<file path="config.mk">
export PLATFORM = sky130hd
export DESIGN_NAME = sprite_renderer
export DESIGN_NICKNAME = d
export VERILOG_FILES = /design/src/rtl/sprite_renderer.sv
export SDC_FILE = /design/constraint.sdc
export NUM_CORES = 1
export LEC_CHECK = 0
export BUFFER_PORTS_ARGS = -buffer_cell sky130_fd_sc_hd__buf_4
export CELL_PAD_IN_SITES_DETAIL_PLACEMENT = 1
export CELL_PAD_IN_SITES_GLOBAL_PLACEMENT = 2
export CORE_UTILIZATION = 30
export CTS_BUF_LIST = sky130_fd_sc_hd__clkbuf_16
export DETAILED_ROUTE_END_ITERATION = 10
export GPL_TIMING_DRIVEN = 0
export HOLD_SLACK_MARGIN = 0.05
export PLACE_DENSITY_LB_ADDON = 0.08
export SLEW_MARGIN = 20
export SYNTH_ARGS = -nofsm -noshare
export SYNTH_HDL_FRONTEND = slang
export SYNTH_SLANG_ARGS = --single-unit
export TNS_END_PERCENT = 50
</file>
<file path="constraint.sdc">
create_clock -name clk -period 1.5 [get_ports clk]
set_input_delay 0.45 -clock clk [delete_from_list [all_inputs] [get_ports clk]]
set_output_delay 0.45 -clock clk [all_outputs]
set_load 0.005 [all_outputs]
</file>
<file path="src/rtl/sprite_renderer.sv">
// ============================================================================
// Module      : sprite_renderer
// Description : Per-pixel sprite fetch. Forms the sprite ROM address from the
//               scan position, sequences animation frames and converts RGB565
//               to RRRGGGBB with colour-key transparency.
// Revision    : 1.0 - initial release
// ============================================================================
`default_nettype none

module sprite_renderer #(
    parameter int          SPRITE_W    = 64,
    parameter int          SPRITE_H    = 64,
    parameter int          FRAMES      = 4,
    parameter int          FRAME_TICKS = 8,
    parameter int          ADDR_W      = 14,
    parameter logic [15:0] TRANSPARENT = 16'hF81F,
    parameter logic [7:0]  BG_COLOR    = 8'h00,
    localparam int         c_FRAME_W   = (FRAMES > 1) ? $clog2(FRAMES) : 1
) (
    input  logic                 clk,
    input  logic                 rst,
    input  logic [9:0]           pixel_x,
    input  logic [9:0]           pixel_y,
    input  logic [9:0]           posx,
    input  logic [9:0]           posy,
    input  logic [3:0]           state,
    input  logic                 facing_left,
    input  logic                 frame_tick,
    output logic [ADDR_W-1:0]    rom_addr,
    input  logic [15:0]          rom_data,
    output logic [7:0]           color_out,
    output logic [c_FRAME_W-1:0] anim_frame,
    output logic                 anim_done
);

    localparam int c_LX_W   = (SPRITE_W > 1) ? $clog2(SPRITE_W) : 1;
    localparam int c_LY_W   = (SPRITE_H > 1) ? $clog2(SPRITE_H) : 1;
    localparam int c_TICK_W = (FRAME_TICKS > 1) ? $clog2(FRAME_TICKS) : 1;

    localparam logic [ADDR_W-1:0]    c_FRAME_SIZE = ADDR_W'(SPRITE_W * SPRITE_H);
    localparam logic [ADDR_W-1:0]    c_ROW_SIZE   = ADDR_W'(SPRITE_W);
    localparam logic [c_FRAME_W-1:0] c_LAST_FRAME = c_FRAME_W'(FRAMES - 1);
    localparam logic [c_TICK_W-1:0]  c_LAST_TICK  = c_TICK_W'(FRAME_TICKS - 1);
    localparam logic [c_FRAME_W-1:0] c_FRAME_ONE  = c_FRAME_W'(1);
    localparam logic [c_TICK_W-1:0]  c_TICK_ONE   = c_TICK_W'(1);

    logic [ADDR_W-1:0]    r_rom_addr;
    logic                 r_inside_d1;
    logic                 r_inside_d2;
    logic [7:0]           r_color;
    logic [c_FRAME_W-1:0] r_anim_frame;
    logic [c_TICK_W-1:0]  r_tick;
    logic                 r_anim_done;
    logic [3:0]           r_prev_state;

    logic [10:0]          w_x_end;
    logic [10:0]          w_y_end;
    logic                 w_inside;
    logic [c_LX_W-1:0]    w_lx;
    logic [c_LY_W-1:0]    w_ly;
    logic [c_LX_W-1:0]    w_col;
    logic [ADDR_W-1:0]    w_addr;
    logic                 w_loop_state;
    logic                 w_oneshot_state;
    logic                 w_tick_wrap;

    // 11-bit window ends so a sprite near the right/bottom edge never wraps
    assign w_x_end  = {1'b0, posx} + 11'(SPRITE_W);
    assign w_y_end  = {1'b0, posy} + 11'(SPRITE_H);
    assign w_inside = (pixel_x >= posx) && ({1'b0, pixel_x} < w_x_end) &&
                      (pixel_y >= posy) && ({1'b0, pixel_y} < w_y_end);

    assign w_lx  = c_LX_W'(pixel_x - posx);
    assign w_ly  = c_LY_W'(pixel_y - posy);
    // SPRITE_W is a power of two, so SPRITE_W-1-lx is a bitwise inversion
    assign w_col = facing_left ? ~w_lx : w_lx;

    assign w_addr = ADDR_W'(r_anim_frame) * c_FRAME_SIZE +
                    ADDR_W'(w_ly) * c_ROW_SIZE + ADDR_W'(w_col);

    // Fetch pipeline: address, ROM read, colour conversion
    always_ff @(posedge clk or posedge rst) begin
        if (rst) begin
            r_rom_addr  <= '0;
            r_inside_d1 <= 1'b0;
            r_inside_d2 <= 1'b0;
            r_color     <= BG_COLOR;
        end else begin
            r_rom_addr  <= w_inside ? w_addr : '0;
            r_inside_d1 <= w_inside;
            r_inside_d2 <= r_inside_d1;
            if (!r_inside_d2 || (rom_data == TRANSPARENT)) begin
                r_color <= BG_COLOR;
            end else begin
                r_color <= {rom_data[15:13], rom_data[10:8], rom_data[4:3]};
            end
        end
    end

    assign w_loop_state    = (state < 4'd3);
    assign w_oneshot_state = (state >= 4'd3) && (state <= 4'd5);
    assign w_tick_wrap     = (r_tick == c_LAST_TICK);

    // Animation sequencer; a state change outranks a coincident frame_tick
    always_ff @(posedge clk or posedge rst) begin
        if (rst) begin
            r_anim_frame <= '0;
            r_tick       <= '0;
            r_anim_done  <= 1'b0;
            r_prev_state <= '0;
        end else begin
            r_prev_state <= state;
            if (state != r_prev_state) begin
                r_anim_frame <= '0;
                r_tick       <= '0;
                r_anim_done  <= 1'b0;
            end else if (!(w_loop_state || w_oneshot_state)) begin
                r_anim_frame <= '0;
                r_tick       <= '0;
                r_anim_done  <= 1'b0;
            end else if (frame_tick) begin
                r_tick <= w_tick_wrap ? '0 : r_tick + c_TICK_ONE;
                if (w_tick_wrap) begin
                    if (w_loop_state) begin
                        r_anim_frame <= (r_anim_frame == c_LAST_FRAME) ? '0 :
                                        r_anim_frame + c_FRAME_ONE;
                    end else if (r_anim_frame != c_LAST_FRAME) begin
                        r_anim_frame <= r_anim_frame + c_FRAME_ONE;
                        r_anim_done  <= (r_anim_frame + c_FRAME_ONE) == c_LAST_FRAME;
                    end
                end
            end
        end
    end

    assign rom_addr   = r_rom_addr;
    assign color_out  = r_color;
    assign anim_frame = r_anim_frame;
    assign anim_done  = r_anim_done;

endmodule

`default_nettype wire

</file>
Word-level counts from Yosys, hierarchy flattened

Index checks and enable logic that the tools add are counted.

Flip-flop bits (word level): 34
Output and inout port bits: 25
Word-level logic and storage cells: 64

Add/subtract/negate cells: 8
$lt $le $gt $ge: 7
Equality and inequality tests: 11
Muxes and demuxes: 20
Bitwise logic cells: 1
Reductions and logical operators: 9

Operators with widths:

| cell                                                                                | number |
|---|---|
| 10-bit by 7-bit adder with 11-bit output, second input constant                     | 2 |
| 10-bit by 11-bit < comparator with 1-bit output                                     | 2 |
| 10-bit greater-or-equal comparator                                                  | 2 |
| 16-bit == test, second input constant                                               | 1 |
| 14-bit by 12-bit adder with 14-bit output                                           | 1 |
| 14-bit by 6-bit adder with 14-bit output                                            | 1 |
| 14-bit 2-to-1 mux                                                                   | 1 |
| 2-bit 2-to-1 mux                                                                    | 7 |
| 3-bit 2-to-1 mux                                                                    | 4 |
| 6-bit subtractor                                                                    | 2 |
| 3-bit != test, second input constant                                                | 3 |
| 8-bit 2-to-1 mux                                                                    | 1 |
| 1-bit 2-to-1 mux                                                                    | 6 |
| 6-bit 2-to-1 mux                                                                    | 1 |
| 6-bit inverter                                                                      | 1 |
| 2-bit == test, second input constant                                                | 2 |
| 4-bit by 2-bit greater-or-equal comparator with 1-bit output, second input constant | 1 |
| 4-bit by 3-bit <= comparator with 1-bit output, second input constant               | 1 |
| 1-bit logical AND                                                                   | 4 |
| 4-bit by 2-bit < comparator with 1-bit output, second input constant                | 1 |
| 4-bit by 3-bit != test with 1-bit output, second input constant                     | 1 |
| 4-bit != test                                                                       | 1 |
| 4-bit AND reduction                                                                 | 1 |
| 3-bit by 1-bit adder with 3-bit output, second input constant                       | 1 |
| other kinds (7)                                                                     | 8 |

Depth between registers and ports, before layout

Gate-level depths: netlist (run 1).

Depth after elaboration: 8
Mapped depth: 10

Worst setup path before layout (run 1)

Ideal clock, no wire load.

Path kind: input to register
Start: input pixel_x[0]
End: register r_rom_addr[10] (netlist: rom_addr[10])
Arrival: 2.117 ns
Data required time: 1.357 ns
Setup slack: -0.760 ns
Stages: 10
Buffers on the path: 1
Cells stage by stage: inv_1 -> ha_1 -> inv_1 -> fa_1 -> a21oi_1 -> o21ai_0 -> a31oi_1 -> o21a_1 -> buf_1 -> nor4_2

Longest elaborated chain between the ends: 5

RTL lines:

| what                                                                          | RTL line | source |
|---|---|---|
| start, declared                                                               | 22       | `input logic [9:0] pixel_x,` |
| 6-bit subtractor, or another cell as far along                                | 73       | `assign w_lx = c_LX_W'(pixel_x - posx);` |
| 6-bit inverter or 1-bit logical AND (tied branches)                           | 76, 70   |  |
| 6-bit 2-to-1 mux or 1-bit logical AND (tied branches)                         | 76, 70   |  |
| 14-bit by 6-bit adder with 14-bit output or 1-bit logical AND (tied branches) | 79, 71   |  |
| 14-bit 2-to-1 mux *                                                           | 89       | `r_rom_addr <= w_inside ? w_addr : '0;` |
| end signal, assigned                                                          | 89       |  |
| end, declared                                                                 | 47       | `logic [ADDR_W-1:0] r_rom_addr;` |

Every way passes the cells marked *; elsewhere a longest branch is shown, timed or not.
A chain may end at the register's enable or synchronous reset.

Worst setup path in the final report (run 1)

Start: input posy[6]
End: register r_rom_addr[11] (netlist: rom_addr[11])

Longest elaborated chain between the ends: 4

RTL lines:

| what                                                                                           | RTL line | source |
|---|---|---|
| start, declared                                                                                | 25       | `input logic [9:0] posy,` |
| 10-bit by 7-bit adder with 11-bit output or 10-bit greater-or-equal comparator (tied branches) | 69, 71   |  |
| 10-bit by 11-bit < comparator with 1-bit output or 1-bit logical AND (tied branches)           | 71, 70   |  |
| 1-bit logical AND *                                                                            | 71       | `(pixel_y >= posy) && ({1'b0, pixel_y} < w_y_end);` |
| 14-bit 2-to-1 mux *                                                                            | 89       |  |

Marks and branches as above.

==> results of run 1 <==
==> synthesized netlist by cell type (all sizes together) (2+ instances only) <==
cell / n
a211o: 3
and3: 2
nand3: 10
nand4b: 2
inv: 30
o21ai: 6
o211ai: 2
fa: 2
ha: 34
buf: 4
and2: 8
nor2: 10
a21oi: 16
a21o: 9
nor2b: 2
dfrtp: 34
xor2: 6
mux2i: 4
o21a: 2
nor4: 12
xnor2: 12
nand2: 5
nand4: 3
nor3: 8
==> kinds of logic (layout without fill, tap and decap cells) <==
family	after synthesis	count (layout)	share of synthesized area
AO/OA/AOI/OAI	47	47	0.138
XOR/XNOR	18	18	0.0642
adder cells (fa/ha/maj)	36	36	0.190
buffers and inverters	34	137	0.0571
flip-flops	34	34	0.347
multiplexers	4	4	0.0163
AND/OR/NAND/NOR	70	70	0.188
==> per-stage QoR <==
step | power, mW | cells | hold WS [ps] | utilization | setup slack (ps)
after floorplan | 1.50 | 243 | 331 | - | -547
after global placement | 1.80 | 432 | 338 | 0.429 | -935
after detailed placement | 1.81 | 432 | 338 | 0.429 | -976
after CTS | 2.85 | 446 | 294 | 0.465 | -539
after global routing | 3.02 | 448 | 302 | 0.476 | -626
final | 2.86 | 448 | 300 | 0.476 | -530
==> power by group through the flow <==
stage | registers [mW] | clock network (mW) | logic [mW]
3_5_place_dp | 0.980 | 0 | 0.830
5_1_grt | 0.967 | 0.992 | 1.06
6_report | 0.964 | 0.933 | 0.960
3_3_place_gp | 0.979 | 0 | 0.818
4_1_cts | 0.964 | 0.968 | 0.919
2_1_floorplan | 0.981 | 0 | 0.516
==> critical path: cells and delay by family <==
family,cells,cell delay (ps)
AO/OA/AOI/OAI,3,570
XOR/XNOR,1,120
adder cells (fa/ha/maj),2,460
buffers and inverters,2,270
AND/OR/NAND/NOR,2,330
==> sequential cells by signal, indices dropped and copies added, names as in the netlist <==
register / count
anim_done: 1
anim_frame: 2
color_out: 8
r_inside_d1: 1
r_inside_d2: 1
r_prev_state: 4
r_tick: 3
rom_addr: 14
==> final cells by class <==
class,instances,share of cell area
Clock buffer,5,0.0336
Sequential cell,34,0.229
Clock inverter,2,0.00269
Tap cell,102,0.0343
Buffer,4,0.0114
Inverter,30,0.0336
Timing Repair Buffer,96,0.204
Multi-Input combinational cell,175,0.452
==> repair_timing <==
action                     CTS  global route
pin swaps                   22             5
setup endpoints to repair   23            25
buffers inserted             7             2
gates cloned                 1             0
hold buffers                 0             0
gates resized for setup     23            12
==> metal layers <==
layer	part of all wire	global-route usage	wire (um)
met2	0.54	0.275	3300
met5	0	0	0
met1	0.42	0.177	2570
met4	0.010	0.0430	63
met3	0.035	0.0263	213
==> worst min path at each step <==
stage | startpoint | endpoint | slack [ps] | cells past startpoint
floorplan | r_inside_d1 | r_inside_d2 | 330 | 0
global placement | r_inside_d1 | r_inside_d2 | 340 | 0
detailed placement | r_inside_d1 | r_inside_d2 | 340 | 0
CTS | state[3] | r_prev_state[3] | 290 | 1
global route | state[3] | r_prev_state[3] | 300 | 1
finish | rst | color_out[5] | 300 | 2
==> out/metrics.cfg, run 1 <==
[route]
via_per_inst = 4.81
post_drt_wl_per_cell_um = 13.7
finalWirelength_mm = 6.14
drt-initial-drc-count = 28
drtPass1Iterations = 4
antenna_left = 0
via_count = 2156
drc = 0

[sta]
rsz0062_at_grt = yes
fin_ws_ps = -530
worst_pin_slew_ps = 705
finalMaxSlewViolations = 0
slew_headroom = 0.529
fin_crit_ps = 2030
hold_viol = 0
fmax_mhz = 493
setup_viol = 23
fin_skew_ps = 3.22
timing.final.crit_share = 1.35
finalSetupTns_ps = -6650

[floorplan]
core-area_um2 = 7810
rows = 32
die_w_um = 92.5
die_area_um2 = 8550
start_util = 0.314
die_h_um = 92.5
pin_count = 89

[critical_path]
slowest_delay_ps = 300
critical_path_arrival_ps = 2210
cpMostUsedCell = a21o_1
timing.rr.end = anim_done
r2r-start = r_tick[0]
reg2reg_depth = 7
worstPathCellList = buf_8 > ha_4 > xnor2_2 > ha_1 > a21o_1 > a21o_1 > a22oi_2 > nand2_2 > buf_6 > nor4_2
cp_max_fo = 10
cp-startpoint = posy[6]
cp_slowest_cell = ha_1
worst_ep_required_time_ps = 1680
worstSetupPathType = input port to register
worstSetupEndpoint = rom_addr[11]
rrSetupSlack_ps = 110
endpoint_kind = register
startpoint_type = input port

[synthesis]
synth_top_area_share = 0.347
synth_area_um2 = 2450
dominantRegCellSynth = dfrtp_1
synth_edf_count = 0
yosysUniqueCellTypes = 48
synth.ff_latch_count = 34
syn_avg_cell_area_um2 = 10.1
synth_async_sr_flop_share = 1.00
ys_seq_area_frac = 0.347
synth_top_cell_by_area = dfrtp_1
synthCells = 243
ys_warn_count = 0
synth.area.top_cells = dfrtp_1, ha_1, inv_1
syn_nets = 343

[finish]
final_cell_mix = buf_4, dfrtp_1, ha_1
synthToLayoutAreaGrowth_pct = 51.5
insertedDiodeCount = 0
multi_input_area_um2 = 1680
fin_nets = 446
stdcell_area_um2 = 3720
seq_area_um2 = 851
fillCellCount = 906
final_common_cell = buf_4
drive_above_1_share = 0.431

[global_routing]
overflow = 0
grt_max_degree = 35
grt_pass1_vias = 2209
grt_pass1_wl_mm = 10.1
grtUsageTotal = 0.150
antenna_found_initial = 0

[placed_design]
gp_congestion = 0.769
portBuffers = 87
dpl.hpwl_mm = 4.98
dpl_cell_area_um2 = 3350

[run_status]
status = finished with violations
violations = negative setup slack

[cts]
root_buffer = clkbuf_16
worstSkewPairLatency_ps = 270
clkTransAtPathRegs_ps = 50
numCtsBuffers = 5
cts.sinks = 34
cts_tree = yes
htreeDepth = 2
clockBufferDepth = 2

[pwr]
power_leakage_nw = 1.83
power_frac_comb = 0.336
power_density_nw_per_um2 = 768
peakVddDrop_uv = 400
clockPowerShare = 0.326
p_seq_frac = 0.337
switching_share = 0.287
p_sw_uw = 819
p_int_mw = 2.04

[worst_hold_path]
hold_path_class = input port to asynchronous set/reset pin

[run]
drv_cap = 0

(Power assumes the default switching activity.)
==> run 2: changes to the inputs <==
--- a/config.mk
+++ b/config.mk
@@ -13,7 +13,7 @@
 export DETAILED_ROUTE_END_ITERATION = 10
 export GPL_TIMING_DRIVEN = 0
 export HOLD_SLACK_MARGIN = 0.05
-export PLACE_DENSITY_LB_ADDON = 0.08
+export PLACE_DENSITY_LB_ADDON = 0.25
 export SLEW_MARGIN = 20
 export SYNTH_ARGS = -nofsm -noshare
 export SYNTH_HDL_FRONTEND = slang
==> out/metrics.cfg, run 2 (same netlist as run 1, synthesis figures left out) <==
[cts]
worstSkewPairLatency_ps = 270  ; about the same
root_buffer = clkbuf_16
numCtsBuffers = 5  ; unchanged
htreeDepth = 2  ; unchanged
clkTransAtPathRegs_ps = 50  ; about the same
cts.sinks = 34  ; unchanged
clockBufferDepth = 2  ; unchanged
cts_tree = yes

[sta]
rsz0062_at_grt = yes
fmax_mhz = 487  ; -1.1%
worst_pin_slew_ps = 698  ; -7.46 ps
finalSetupTns_ps = -7690  ; -1050 ps
setup_viol = 15  ; -35%
fin_skew_ps = 4.00  ; +0.788 ps
slew_headroom = 0.534  ; +0.00498
hold_viol = 0  ; unchanged
finalMaxSlewViolations = 0  ; unchanged
fin_crit_ps = 2050  ; +22.7 ps
fin_ws_ps = -553  ; -22.7 ps
timing.final.crit_share = 1.37  ; +0.0151

[critical_path]
critical_path_arrival_ps = 2230  ; +20 ps
rrSetupSlack_ps = 110  ; about the same
worstPathCellList = buf_4 > ha_2 > inv_1 > ha_1 > a41oi_2 > o21ai_1 > a22oi_2 > nand2_4 > buf_6 > nor4b_2
critPathTopFamily = adder cells
crit_buf_inv = 3  ; +1
slowest_delay_ps = 310  ; about the same
reg2reg_depth = 7  ; unchanged
worst_ep_required_time_ps = 1680  ; about the same
endpoint_kind = register
timing.rr.end = anim_done
r2r-start = r_tick[0]
cp-startpoint = posx[6]
cp_slowest_cell = ha_2
startpoint_type = input port
worstSetupPathType = input port to register
cp_max_fo = 5  ; -5

[route]
drc = 0  ; unchanged
via_per_inst = 4.77  ; -0.92%
drt-initial-drc-count = 57  ; +100%
drtPass1Iterations = 4  ; unchanged
post_drt_wl_per_cell_um = 14.0  ; +1.8%
via_count = 2141  ; -0.70%
finalWirelength_mm = 6.27  ; +2.0%
antenna_left = 0  ; unchanged

[finish]
seq_area_um2 = 851  ; unchanged
drive_above_1_share = 0.418  ; -0.0128
multi_input_area_um2 = 1710  ; +1.6%
final_cell_mix = buf_4, dfrtp_1, inv_1
fin_nets = 446  ; unchanged
synthToLayoutAreaGrowth_pct = 53.6
largest_register_ffs = 14  ; unchanged
fin_util = 0.483  ; +0.00657
final_common_cell = buf_4
insertedDiodeCount = 0  ; unchanged
fillCellCount = 865  ; -4.5%

[floorplan]
die_w_um = 92.5  ; unchanged
die_area_um2 = 8550  ; unchanged
die_h_um = 92.5  ; unchanged
core-area_um2 = 7810  ; unchanged
rows = 32  ; unchanged
pin_count = 89  ; unchanged
start_util = 0.314  ; unchanged

[placed_design]
gp_congestion = 0.770  ; about the same
dpl.hpwl_mm = 4.98  ; about the same
portBuffers = 87  ; unchanged

[global_routing]
grt_max_degree = 35  ; unchanged
overflow = 0  ; unchanged
grt_pass1_wl_mm = 10.7  ; +6.2%
antenna_found_initial = 0  ; unchanged
grtUsageTotal = 0.156  ; +0.00642
grt_pass1_vias = 2253  ; +2.0%

[pwr]
peakVddDrop_uv = 495  ; +24%
p_total_mw = 2.94  ; +2.7%
power_leakage_nw = 1.85  ; +1.2%
power_density_nw_per_um2 = 778  ; +1.4%

[run]
drv_cap = 0  ; unchanged

[worst_hold_path]
hold_path_class = input port to asynchronous set/reset pin

[run_status]
violations = negative setup slack
status = finished with violations

run 2: cell types whose count changed in the layout (fill, tap and decap cells not counted), sizes merged:
cell	previous run	this run
inv	30	31
run 2: timing repair:
action	4_1_cts	5_1_grt
pin swaps	24	8
setup buffers	7	0
gates resized for setup	28	10
setup endpoints to repair	23	25
cloned	2	0
hold buffers	0	0
run 2: routing by layer:
| layer | global-route usage | part of all wire | up-vias |
|---|---|---|---|
| met2 | 0.285 | 0.54 | 43 |
| met1 | 0.196 | 0.43 | 1019 |
| met5 | 0 | 0 | - |
| met3 | 0.0255 | 0.029 | 0 |
| met4 | 0.0234 | 0 | 0 |
| li1 | - | - | 1079 |
run 2: power breakdown:
| group | total [mW] | internal [mW] | switching [mW] | leakage [nW] |
|---|---|---|---|---|
| clock | 0.939 | 0.598 | 0.341 | 0.0724 |
| sequential | 0.964 | 0.953 | 0.0109 | 0.463 |
| combinational | 1.03 | 0.522 | 0.511 | 1.31 |
| total | 2.94 | 2.07 | 0.862 | 1.85 |
run 2: area by class of cell:
cell class,instances,share of cell area
Sequential cell,34,0.226
Inverter,30,0.0332
Tap cell,102,0.0338
Multi-Input combinational cell,175,0.453
Timing Repair Buffer,96,0.204
Clock inverter,3,0.00332
Clock buffer,5,0.0332
Buffer,4,0.0136
run 2: how the worst max path moves through the flow:
stage	depth (start not counted)	end
global placement	11	rom_addr[8]
global route	10	rom_addr[2]
detailed placement	10	rom_addr[11]
CTS	10	rom_addr[2]
floorplan	9	rom_addr[11]
finish	10	rom_addr[2]
run 2: per-stage QoR:
stage | area, um2 | setup WS, ps | std cells | hold WS (ps)
global placement | 3350 | -911 | 432 | 336
finish | 3770 | -553 | 449 | 300
detailed placement | 3350 | -986 | 432 | 337
floorplan | 2560 | -547 | 243 | 331
CTS | 3720 | -575 | 449 | 305
global route | 3770 | -660 | 449 | 303
run 2: worst register-to-register path: stages, from the launching register on:
cell     delay [ps]
dfrtp_1         390
ha_1            200
ha_1            210
nand2_2          80
nor2_1           60
nand2_1          90
mux2i_1         180
nor2_1           50
